**src/rtl/bcd2bin_seq_pkg.sv**
```systemverilog
// Shared definitions for the sequential BCD-to-binary converter.
// Holds the FSM state encoding, the default geometry and the BCD digit limit.
package bcd2bin_seq_pkg;

  localparam int DIGITS_DEF = 4;
  localparam int BIN_W_DEF  = 14;

  localparam logic [1:0] S_IDLE  = 2'd0;
  localparam logic [1:0] S_SHIFT = 2'd1;
  localparam logic [1:0] S_DONE  = 2'd2;

  localparam logic [3:0] DIGIT_MAX = 4'd9;

  // True when a nibble is not a legal decimal digit.
  function automatic logic nibble_bad(input logic [3:0] nib);
    return (nib > DIGIT_MAX);
  endfunction

endpackage

```
**src/rtl/bcd2bin_seq_nibble_corr.sv**
```systemverilog
// Per-digit correction for reverse double-dabble.
// After a right shift a digit that reads >= 8 has absorbed a bit worth 5
// from the digit above instead of 8, so 3 is taken away to restore it.
// Ports:
//   i_nib  4-bit BCD digit after the shift
//   o_nib  corrected digit
module bcd_nibble_corr (
  input  logic [3:0] i_nib,
  output logic [3:0] o_nib
);

  assign o_nib = (i_nib >= 4'd8) ? (i_nib - 4'd3) : i_nib;

endmodule

```
**src/rtl/bcd2bin_seq.sv**
```systemverilog
// Sequential BCD-to-binary converter (reverse double-dabble).
// A packed BCD value is loaded into the top of a {bcd, bin} working
// register; each SHIFT cycle shifts the whole register right by one and
// corrects every BCD digit. After BIN_W shifts the bin field holds the value.
// Ports:
//   clk      system clock, rising edge
//   rst      synchronous active-high reset
//   start    conversion request, taken only while ready
//   bcd_in   packed BCD operand, MS digit in the top nibble
//   ready    high in IDLE
//   busy     high in SHIFT
//   done     one-cycle pulse when binary/bcd_err update
//   binary   converted value, held until the next accepted start
//   bcd_err  input contained a nibble above 9
module bcd2bin_seq
  import bcd2bin_seq_pkg::*;
#(
  parameter int DIGITS = DIGITS_DEF,
  parameter int BIN_W  = BIN_W_DEF
) (
  input  logic                  clk,
  input  logic                  rst,
  input  logic                  start,
  input  logic [4*DIGITS-1:0]   bcd_in,
  output logic                  ready,
  output logic                  busy,
  output logic                  done,
  output logic [BIN_W-1:0]      binary,
  output logic                  bcd_err
);

  localparam int BCD_W  = 4 * DIGITS;
  localparam int WORK_W = BCD_W + BIN_W;
  localparam int CNT_W  = (BIN_W > 1) ? $clog2(BIN_W) : 1;
  localparam logic [CNT_W-1:0] LAST_IT = CNT_W'(BIN_W - 1);

  logic [1:0]        r_state;
  logic [CNT_W-1:0]  r_cnt;
  logic [WORK_W-1:0] r_work;
  logic [BIN_W-1:0]  r_binary;
  logic              r_err;

  logic [WORK_W-1:0] w_shift;
  logic [BCD_W-1:0]  w_corr_bcd;
  logic [WORK_W-1:0] w_next;
  logic              w_bad;
  logic              w_accept;

  // One iteration: shift, then correct each digit of the shifted value.
  assign w_shift = r_work >> 1;

  for (genvar g = 0; g < DIGITS; g++) begin : g_corr
    bcd_nibble_corr u_corr (
      .i_nib (w_shift[BIN_W + 4*g +: 4]),
      .o_nib (w_corr_bcd[4*g +: 4])
    );
  end

  assign w_next = {w_corr_bcd, w_shift[BIN_W-1:0]};

  always_comb begin
    w_bad = 1'b0;
    for (int d = 0; d < DIGITS; d++) begin
      if (nibble_bad(bcd_in[4*d +: 4])) w_bad = 1'b1;
    end
  end

  assign w_accept = (r_state == S_IDLE) && start;

  // Control and result registers.
  always_ff @(posedge clk) begin
    if (rst) begin
      r_state  <= S_IDLE;
      r_cnt    <= '0;
      r_binary <= '0;
      r_err    <= 1'b0;
    end else begin
      case (r_state)
        S_IDLE: begin
          if (start) begin
            if (w_bad) begin
              r_binary <= '0;
              r_err    <= 1'b1;
              r_state  <= S_DONE;
            end else begin
              r_cnt   <= '0;
              r_state <= S_SHIFT;
            end
          end
        end
        S_SHIFT: begin
          r_cnt <= r_cnt + 1'b1;
          if (r_cnt == LAST_IT) begin
            r_binary <= w_next[BIN_W-1:0];
            r_err    <= 1'b0;
            r_state  <= S_DONE;
          end
        end
        S_DONE:  r_state <= S_IDLE;
        default: r_state <= S_IDLE;
      endcase
    end
  end

  // Working register is pure data; its contents only matter once loaded.
  always_ff @(posedge clk) begin
    if (w_accept) begin
      r_work <= {bcd_in, {BIN_W{1'b0}}};
    end else if (r_state == S_SHIFT) begin
      r_work <= w_next;
    end
  end

  assign ready   = (r_state == S_IDLE);
  assign busy    = (r_state == S_SHIFT);
  assign done    = (r_state == S_DONE);
  assign binary  = r_binary;
  assign bcd_err = r_err;

endmodule

```
**config.mk**
```make
export PLATFORM = sky130hd
export DESIGN_NAME = bcd2bin_seq
export DESIGN_NICKNAME = d
export VERILOG_FILES = /design/src/rtl/bcd2bin_seq_pkg.sv /design/src/rtl/bcd2bin_seq_nibble_corr.sv /design/src/rtl/bcd2bin_seq.sv
export SDC_FILE = /design/constraint.sdc
export NUM_CORES = 1
export LEC_CHECK = 0
export CAP_MARGIN = 20
export CORE_MARGIN = 10
export CORE_UTILIZATION = 52
export DETAILED_ROUTE_END_ITERATION = 10
export HOLD_SLACK_MARGIN = 0.03
export PLACE_DENSITY = 0.8
export SYNTH_ARGS = -nofsm -noshare
export SYNTH_HDL_FRONTEND = slang
export SYNTH_SLANG_ARGS = --single-unit
```
**constraint.sdc**
```tcl
create_clock -name clk -period 2.1 [get_ports clk]
set_input_delay 0.42 -clock clk [delete_from_list [all_inputs] [get_ports clk]]
set_output_delay 0.42 -clock clk [all_outputs]
set_load 0.03 [all_outputs]
```
==> results.toml <==
[detailed_routing]
ant_nets = 0
drtPass1Iterations = 4
drt_wl_total_um = 4810
vias = 1739
drcViolationCount = 0
wl_per_cell_um = 14.9
avgViaCountPerCell = 5.38
drtIter0Drc = 137

[sta]
final.min_clock_period_ns = 1.85
fin_ws_ns = 0.249
finalHoldWorstSlack_ns = 0.469
hold_violations = 0
clock_skew_ns = 0.00754
finalSetupTns_ns = 0
min_period_over_period_pct = 88.1
maxSlewHeadroom_pct = 63.5
grt_setup_unrepaired = "false"
clock.fmax_mhz = 540
setup_viol = 0
report.final.slew_viol_count = 0
worst_slew_pin_slew_ns = 0.546

[finish]
layout-drive-gt1-share_pct = 9.52
final_nets = 299
diodes = 0
area_growth_pct = 24.7

[yosys]
synth_top_area_share_pct = 30.3
yosysUniqueCellTypes = 34
synth-main-ff-cell = "dfxtp_1"
synth-async-reset-ratio_pct = 0
ys_top_cells_by_area = "dfxtp_1 30%, edfxtp_1 21%, nand2_1 7.7%"
yosysWarnings = 0
ys_ff_latch = 50
yosysMostFrequentCell = "nand2_1"
synth_top_area_cell = "dfxtp_1"
synthTopCellsByCount = "46 x nand2_1, 34 x dfxtp_1, 32 x o21ai_0"
synth.net_count = 257
syn_inst = 230
synth_area_per_cell_um2 = 9.76
seq_area_frac_synth_pct = 51.7
synth_area_mm2 = 0.00225
synth_edf_count = 16

[hold_path]
hold_class = "register to register"
hp-start = "r_work[1]"

[global_routing]
grt-ovfl-total = 0
antenna_found_initial = 0
grt_pass1_vias = 1720
globalRouteTotalUtil_pct = 13.1
grt_start_max_net_pins = 25
grt_pass1_wl_um = 7960

[place]
gp_congestion = 0.810
dpl_worst_slack_ns = 0.0870
dp_hpwl_um = 3410
port-buffer-count = 36

[pwr]
cellInternalPower_mw = 1.43
switching_power_mw = 0.486
p_per_area_mw_per_mm2 = 685
leakagePower_nw = 1.08
share_comb_of_total_power_pct = 13.3
p_clk_share_pct = 30.5
ir_drop_mv = 0.409
p_seq_share_pct = 56.2
p_sw_share_pct = 25.3

[critical_path]
crit_start = "r_state[1]"
path_max_fanout = 8
crit_type = "register to primary output"
cp.required_ns = 1.68
worstSetupStartpointType = "register"
critPathCaptureType = "primary output"
r2r_start = "r_state[0]"
cp.arrival_ns = 1.43

[cts]
cts_root_buf = "clkbuf_8"
hold_buffers = 0
clkTransAtPathRegs_ns = 0.09
h-tree-depth = 2
cts_tree = "yes"
clockBufferDepth = 2
cts_setup_buffers = 0
worstSkewPairLatency_ns = 0.31
cts_sinks = 50
cts_made_buffers = 5

[status]
outcome = "finished clean"

[job]
drv_cap = 0

[floorplanning]
die_height_um = 85.7
row_count = 23
ios = 37
initial_core_util_pct = 55.0
fp.dieW_um = 85.7
core_area_mm2 = 0.00409
dieArea_mm2 = 0.00735
worst max-delay path, stage by stage, from the launching register on:
cell           delay, ns
dfxtp_1             0.48
inv_1               0.12
nor2_1              0.12
dlygate4sd2_1       0.41
cells in the final DEF (no fill, tap or decap), drive strengths merged, types with 2 or more instances in the layout:
| cell | n |
|---|---|
| ha | 8 |
| nor3 | 2 |
| o21ai | 36 |
| nor2b | 5 |
| clkbuf | 6 |
| nand2b | 2 |
| xnor2 | 6 |
| nand2 | 46 |
| edfxtp | 16 |
| nand3 | 2 |
| a22o | 17 |
| clkdlybuf4s50 | 33 |
| mux2i | 5 |
| buf | 12 |
| dfxtp | 34 |
| and3 | 3 |
| nor2 | 9 |
| inv | 11 |
| a21oi | 6 |
power groups by stage:
stage | clock network [mW] | registers (mW) | logic (mW)
2_1_floorplan | 0 | 1.10 | 0.148
3_3_place_gp | 0 | 1.10 | 0.252
3_5_place_dp | 0 | 1.10 | 0.256
4_1_cts | 0.596 | 1.08 | 0.258
5_1_grt | 0.631 | 1.08 | 0.282
6_report | 0.585 | 1.08 | 0.256
metrics by stage:
stage / util (%) / cells / power (mW) / instance area [µm²]
after global placement: 66.2 / 315 / 1.35 / 2710
final: 68.6 / 323 / 1.92 / 2800
after global routing: 68.6 / 323 / 2.00 / 2800
after detailed placement: 66.2 / 315 / 1.36 / 2710
after floorplan: - / 230 / 1.24 / 2250
after CTS: 68.5 / 323 / 1.93 / 2800
layout make-up:
type | count | area, µm²
Tap cell | 50 | 62.6
Sequential cell | 50 | 1160
Clock inverter | 2 | 11.3
Multi-Input combinational cell | 158 | 980
Timing Repair Buffer | 47 | 467
Clock buffer | 6 | 82.6
Fill cell | 311 | 1280
Inverter | 10 | 37.5
final timing paths:
kind	slack (ns)	depth (start not counted)	to
min reg2reg	0.47	2	r_work[1]
max reg2reg	0.48	5	binary[6]
min	0.47	2	r_work[1]
max	0.25	3	done
cells by family (layout without fill, tap and decap cells):
kind of cell,count (synthesis),after routing,synth area share [%]
mux,5,5,2.23
compound gates,66,66,19.4
fa+ha+maj,8,8,4.46
xor+xnor,6,6,2.34
flops,50,50,51.7
simple gates,73,73,14.9
buf+inv,22,65,4.90
repair_timing:
item,in CTS,in global routing
gates resized for setup,1,1
endpoints found under the setup margin,1,1
pin swaps,0,0
state kept, by name (all words and copies together) (netlist names):
signal	cells
bcd_err	1
r_cnt	4
r_state	2
binary	14
r_work	29
routing by layer:
| layer | vias to the layer above | GRT usage [%] | wire (µm) |
|---|---|---|---|
| met5 | - | 0 | 0 |
| met3 | 8 | 3.41 | 254 |
| met2 | 42 | 21.0 | 2300 |
| met1 | 809 | 16.3 | 2180 |
| met4 | 0 | 5.39 | 76 |
| li1 | 880 | - | - |
No activity file was read; power rests on OpenSTA's default activity.
